<file path="src/rtl/shift_sub_div.sv">
// Sequential restoring divider: 2N-bit dividend / N-bit divisor, one quotient bit per clock.
// Divide-by-zero and quotient overflow are resolved at the accepting edge without iterating.
module shift_sub_div #(
  parameter int N = 256
) (
  input  logic           clk,
  input  logic           rst_n,
  input  logic           start,
  input  logic [2*N-1:0] dividend,
  input  logic [N-1:0]   divisor,
  output logic           busy,
  output logic           done,
  output logic [N-1:0]   quotient,
  output logic [N-1:0]   remainder,
  output logic           div_by_zero,
  output logic           overflow
);

  localparam int CW = $clog2(N + 1);

  typedef enum logic [1:0] {IDLE, CALC, FIN} state_t;

  state_t        state_q;
  logic [N-1:0]  d_q;
  // Partial remainder never exceeds divisor-1 between iterations, so its top bit is always 0
  // and only the low N bits are stored; the N+1-bit width lives in the shifted/trial values.
  logic [N-1:0]  prem_q;
  logic [N-1:0]  qreg_q;
  logic [CW-1:0] cnt_q;
  logic          busy_q, done_q, dbz_q, ovf_q;
  logic [N-1:0]  quo_q, rem_q;

  logic [N:0]    shifted;
  logic [N:0]    trial;
  logic [N-1:0]  prem_d;
  logic [N-1:0]  qreg_d;

  always_comb begin
    shifted = {prem_q, qreg_q[N-1]};
    trial   = shifted - {1'b0, d_q};
    prem_d  = trial[N] ? shifted[N-1:0] : trial[N-1:0];
    qreg_d  = {qreg_q[N-2:0], ~trial[N]};
  end

  always_ff @(posedge clk or negedge rst_n) begin
    if (!rst_n) begin
      state_q <= IDLE;
      d_q     <= '0;
      prem_q  <= '0;
      qreg_q  <= '0;
      cnt_q   <= '0;
      busy_q  <= 1'b0;
      done_q  <= 1'b0;
      dbz_q   <= 1'b0;
      ovf_q   <= 1'b0;
      quo_q   <= '0;
      rem_q   <= '0;
    end else begin
      done_q <= 1'b0;
      case (state_q)
        IDLE: begin
          if (start) begin
            d_q <= divisor;
            if (divisor == '0) begin
              dbz_q   <= 1'b1;
              ovf_q   <= 1'b0;
              quo_q   <= '1;
              rem_q   <= dividend[N-1:0];
              done_q  <= 1'b1;
              state_q <= FIN;
            end else if (dividend[2*N-1:N] >= divisor) begin
              dbz_q   <= 1'b0;
              ovf_q   <= 1'b1;
              quo_q   <= '1;
              rem_q   <= dividend[N-1:0];
              done_q  <= 1'b1;
              state_q <= FIN;
            end else begin
              dbz_q   <= 1'b0;
              ovf_q   <= 1'b0;
              prem_q  <= dividend[2*N-1:N];
              qreg_q  <= dividend[N-1:0];
              cnt_q   <= '0;
              busy_q  <= 1'b1;
              state_q <= CALC;
            end
          end
        end
        CALC: begin
          prem_q <= prem_d;
          qreg_q <= qreg_d;
          cnt_q  <= cnt_q + CW'(1);
          if (cnt_q == CW'(N - 1)) begin
            busy_q  <= 1'b0;
            done_q  <= 1'b1;
            quo_q   <= qreg_d;
            rem_q   <= prem_d;
            state_q <= FIN;
          end
        end
        FIN:     state_q <= IDLE;
        default: state_q <= IDLE;
      endcase
    end
  end

  assign busy        = busy_q;
  assign done        = done_q;
  assign quotient    = quo_q;
  assign remainder   = rem_q;
  assign div_by_zero = dbz_q;
  assign overflow    = ovf_q;

endmodule

</file>
<file path="config.mk">
export PLATFORM = sky130hd
export DESIGN_NAME = shift_sub_div
export DESIGN_NICKNAME = d
export VERILOG_FILES = /design/src/rtl/shift_sub_div.sv
export SDC_FILE = /design/constraint.sdc
export NUM_CORES = 2
export LEC_CHECK = 0
export ABC_CLOCK_PERIOD_IN_PS = 4080
export BUFFER_PORTS_ARGS = -buffer_cell sky130_fd_sc_hd__clkbuf_2
export CAP_MARGIN = 20
export CORE_AREA = 8 8 494 496
export CTS_BUF_LIST = sky130_fd_sc_hd__clkbuf_2 sky130_fd_sc_hd__clkbuf_4 sky130_fd_sc_hd__clkbuf_8
export CTS_CLUSTER_DIAMETER = 120
export DETAILED_ROUTE_END_ITERATION = 10
export DIE_AREA = 0 0 502 504
export GPL_TIMING_DRIVEN = 0
export SYNTH_ARGS = -nofsm -noshare
export SYNTH_HDL_FRONTEND = slang
export SYNTH_SLANG_ARGS = --single-unit
</file>
<file path="constraint.sdc">
create_clock -name clk -period 4.08 [get_ports clk]
set_input_delay 1.224 -clock clk [delete_from_list [all_inputs] [get_ports clk]]
set_output_delay 1.224 -clock clk [all_outputs]
set_load 0.05 [all_outputs]
</file>
== Word-level counts from Yosys, hierarchy flattened ==
Cells that the tools add are included.

* Bits in writable memories: 0
* Output and inout bits: 516
* Input bits: 771
* Memories kept: 0
* Register bits: 1295
* Bits in latches: 0
* Bits in read-only memories: 0
* Logic and storage cells: 70

* Multiply operators: 0
* Order comparisons: 1
* Muxes and demuxes: 40
* Div/mod/pow operators: 0
* Reduce and logical (&&, ||, !) cells: 8
* Add/subtract/negate cells: 2
* Shift-type cells: 0
* Bitwise logic cells: 1
* Equality and inequality tests: 7

{| class="wikitable"
|+ Operator list
! cell !! count
|-
| 256-bit 2-to-1 mux || 15
|-
| 256-bit one-hot mux with 2 select lines || 4
|-
| 257-bit by 256-bit subtractor with 257-bit output || 1
|-
| 256-bit >= comparator || 1
|-
| 256-bit logical NOT || 1
|-
| 9-bit 2-to-1 mux || 3
|-
| 9-bit one-hot mux with 2 select lines || 1
|-
| 1-bit 2-to-1 mux || 10
|-
| 9-bit by 1-bit adder with 9-bit output, second input constant || 1
|-
| 9-bit by 8-bit equality test with 1-bit output, second input constant || 1
|-
| 2-bit 2-to-1 mux || 4
|-
| 2-bit inequality test, second input constant || 4
|-
| 4-bit AND reduction || 2
|-
| 5-bit AND reduction || 1
|-
| 1-bit one-hot mux with 2 select lines || 2
|-
| 2-bit one-hot mux with 2 select lines || 1
|-
| 2-bit AND reduction || 2
|-
| 3-bit inequality test, second input constant || 1
|-
| 2-bit by 1-bit equality test with 1-bit output, second input constant || 1
|-
| 2-bit logical NOT || 1
|-
| 2-bit nonzero test || 1
|-
| 1-bit NOT || 1
|}

== Longest topological paths before layout ==
* Depth after elaboration: 5
* Gate-level depth with buffers: 20
* Mapped depth without buffers: 17

== Least setup slack after synthesis ==
No wires, ideal clock.

* Path type: input port to flip-flop
* Start point: input port divisor[137]
* End point: register rem_q[156] (netlist: remainder[156])
* Data required time: 3.959 ns
* Setup time: 0.121 ns
* Arrival: 4.302 ns
* Stages: 17
* Slack: -0.343 ns
* Buffers on the path: 3
* Cell sequence: inv_1 ha_1 a21o_1 a21o_1 a21oi_1 o22ai_1 or4b_1 a221oi_1 and4b_1 a21oi_1 nand2b_1 a21oi_1 buf_2 buf_2 clkbuf_1 nor2_1 a22o_1

* Cells in the longest elaborated chain, start to end: 4
* Elaborated cells between the ends (all ways): 7
* Classes of those cells: 1 x order compare; 1 x eq/ne; 3 x mux; 2 x reduce/logical

{| class="wikitable"
|+ RTL lines
! element !! line !! text
|-
| from (decl) || 10 || <nowiki>input logic [N-1:0] divisor,</nowiki>
|-
| parallel branches: the longest is 4 deep, another holds 256-bit >= comparator || -- ||
|-
| to (signal assigned) || 68 || <nowiki>rem_q <= dividend[N-1:0];</nowiki>
|-
| to (signal assigned) || 75 || <nowiki>rem_q <= dividend[N-1:0];</nowiki>
|-
| to (signal assigned) || 97 || <nowiki>rem_q <= prem_d;</nowiki>
|-
| to (decl) || 31 || <nowiki>logic [N-1:0] quo_q, rem_q;</nowiki>
|}

Several ways; the timed one is not identified. The select of a mux whose other input is x is not followed.
A chain may end at the register's enable or synchronous reset.

== Worst setup path in the final report ==
* Start point: input port divisor[56]
* End point: register rem_q[222] (netlist: remainder[222])

The elaborated chain is that of the path after synthesis.

==> results.txt <==
Top FF cell, synth - dfrtp_1
Worst-Margin Slew - 1.31 ns
P&R area growth vs syn - 30.8%
FILL cells - 24005
Worst-path cell chain - clkbuf_8 > inv_1 > ha_1 > nand4_1 > or4_4 > nor4_4 > nand4b_1 > o211ai_1 > a221oi_2 > buf_6 > a21oi_4 > nand2b_4 > a21oi_4 > inv_8 > buf_16 > buf_12 > buf_8 > clkbuf_16 > a32oi_1 > nand3_1
CP Max Fanout - 7
Min-delay worst type - in -> async
Ys Warns - 0
Setup repair after global routing missed its margin - true
Total global-route track usage - 39.7%
FF+latch count, synth - 1295
Area contributors post-synth - dfrtp_1 39%, nand2_1 8.8%, ha_1 7.7%, a21oi_1 5.8%, nor2_1 4.9%
Synthesized instance count - 10615
Synth unique cells - 95
Global-route wire length before repair - 717 mm
Chip Width - 502 um
Met3 Use GR - 13.3%
Final GP Congestion - 1.07
Area share of the leading cell type in the synthesized netlist - 38.7%
Crit path time final - 5.10 ns
DRC Markers - 0
Crit path DAT - 6.10 ns
# H-tree levels - 4
Vias in the first global route - 90741
Hpwl dp - 422 mm
First-iteration detailed-routing DRC count - 10614
Cts bufs inserted - 230
Worst slack at placement - -3.95 ns
CTS clock-pin slew for the worst setup and hold paths - 0.07 ns
EDFF count, synth - 0
Crit start category - primary input
Slowest cell delay on critical path - 0.95 ns
Clk_skew - 0.103 ns
Layout cells sized above 1 - 23.0%
Die height - 504 um
Critical Path RT - 5.07 ns
Slew margin rel. - 12.7%
Largest net degree at the start of global routing - 105
CP Class - in -> reg
Antenna viol nets, final - 0
Critical path endpoint category - flip-flop
Area leader, netlist - dfrtp_1
Final Hold Viols - 0
Status - finished, violations left
Routed len/inst - 33.9 um
Fin crit share - 125%
Final Setup Violations - 1037
IO Count - 1287
Slowest stage cell on the critical path - o211ai_1
Register area share after synthesis - 38.7%
Avg Vias per Cell - 5.97
Commonest non-fill, non-tap cells in the layout - 1917 x nand2_1, 1330 x clkbuf_2, 1294 x dfrtp_1, 1066 x nor2_1, 930 x a21oi_1
Asr flop ratio synth - 100%
Clk_lat worst skew - 1.13 ns
Cell area after synthesis - 0.0838 sq mm
Failing checks - setup timing
Max frequency - 0.196 GHz
Clk Tree Root Cell - clkbuf_8
Layout Nets - 13685
Overflow after GRT - 0
Area of the core - 0.236 sq mm
Clock Tree Buf Depth - 3
Mean cell area of the mapped netlist - 7.90 sq um
Max Cap Viol - 0
Critical Path Most Common Cell - a21oi_4
Router iterations before antenna repair - 6
Initial Util - 35.5%
Most Used Layer, Global Route - met2
DR vias - 94447
Final setup margin - -1.02 ns
Grt met2 use - 59.9%
CTS tree - yes
CTS Sinks - 1295
GR met1 Demand/Resource - 48.5%
Synthesized Nets - 11901
Die area - 0.253 sq mm
Final max-slew violation count - 0
Hold bufs inserted after CTS - 0
PortBufs - 1286
Commonest non-fill, non-tap cell in the layout - nand2_1
Site Rows - 179
Final wirelength - 535 mm
Initial antenna violation count - 127
critical path, delay by kind of cell:
| family | cells | cell delay [ns] |
|---|---|---|
| AND/OR/NAND/NOR | 6 | 1.53 |
| buffers and inverters | 8 | 1.28 |
| adder cells (fa/ha/maj) | 1 | 0.27 |
| AO/OA/AOI/OAI | 5 | 1.72 |
cell families (layout without fill, tap and decap cells):
family	Yosys count	after routing	synth area share, %
AND/OR/NAND/NOR	3893	3893	19.7
AO/OA/AOI/OAI	3292	3292	23.9
flip-flops	1295	1295	38.7
buffers and inverters	1248	3219	5.95
adder cells (fa/ha/maj)	515	515	7.70
XOR/XNOR	241	241	2.52
multiplexers	131	131	1.57
other	0	64	0
layout make-up:
| type | count | area, sq um | area share, % |
|---|---|---|---|
| Sequential cell | 1295 | 32400 | 29.6 |
| Tap cell | 3167 | 3960 | 3.61 |
| Inverter | 593 | 2240 | 2.05 |
| Buffer | 605 | 5250 | 4.79 |
| Multi-Input combinational cell | 8072 | 49300 | 45.0 |
| Clock inverter | 59 | 681 | 0.621 |
| Antenna cell | 64 | 160 | 0.146 |
| Timing Repair Buffer | 1602 | 11000 | 10.1 |
| Clock buffer | 360 | 4560 | 4.16 |
per-stage QoR:
stage / hold slack (ns) / instance area (sq um) / util [%] / TNS, ns / std cells
global route: 0.100 / 110000 / 46.4 / -668.34 / 15789
detailed placement: 0.458 / 96300 / 40.7 / -3062.33 / 15134
finish: 0.122 / 110000 / 46.4 / -861.09 / 15817
floorplan: 0.443 / 84700 / - / 0 / 10615
CTS: 0.0140 / 106000 / 44.9 / -645.72 / 15667
global placement: 0.451 / 95100 / 40.2 / - / 15068
sequential cells by signal (all words and copies together) (netlist names), 2 cells and up:
| signal | flops |
|---|---|
| cnt_q | 9 |
| d_q | 256 |
| prem_q | 256 |
| qreg_q | 256 |
| quotient | 256 |
| remainder | 256 |
| state_q | 2 |
synthesized netlist by cell type (76+ instances only):
master and instances:
nand2_1 1976, dfrtp_1 1295, nor2_1 1091, a21oi_1 970, o21ai_0 806, inv_1 592
ha_1 514, clkbuf_1 508, a31oi_1 399, nand4_1 263, o211ai_1 167, a21o_1 142
o21ai_1 140, xnor2_1 135, mux2i_1 126, nor4_1 126, a21boi_0 115, nand3_1 110
xor2_1 106, nor3_1 103, o21bai_1 87, buf_2 83, a211oi_1 76
repair_timing:
action | in CTS | in global routing
resized for setup | 686 | 502
hold endpoints to repair | 0 | 0
pin swaps | 104 | 142
gates cloned | 17 | 35
endpoints found under the setup margin | 1038 | 1037
setup buffers | 115 | 83
routing by layer:
layer  wire, um  vias up  part of all wire, %
met1     202000    46295                   38
met3      61600     1474                   12
li1           -    41071                    -
met5        613        -                 0.11
met4      42900       96                  8.0
met2     228000     5511                   43
final timing paths:
check                                     startpoint  slack, ns                          to  cells past startpoint
max                                      divisor[56]      -1.02  remainder[222]$_DFFE_PN0P_                     20
min                                            rst_n       0.12    quotient[49]$_DFFE_PN0P_                      1
max reg2reg                   prem_q[22]$_DFFE_PN0P_      -0.80     prem_q[190]$_DFFE_PN0P_                     15
min reg2reg                remainder[27]$_DFFE_PN0P_       0.47   remainder[27]$_DFFE_PN0P_                      2
max in group asynchronous                      rst_n       1.19  remainder[161]$_DFFE_PN0P_                      6
min in group clk                         divisor[60]       0.33         d_q[60]$_DFFE_PN0P_                      3
Power is left out: the tool's default activity adds up to more than one toggle a clock period on the data nets, which glitch-free logic cannot reach.
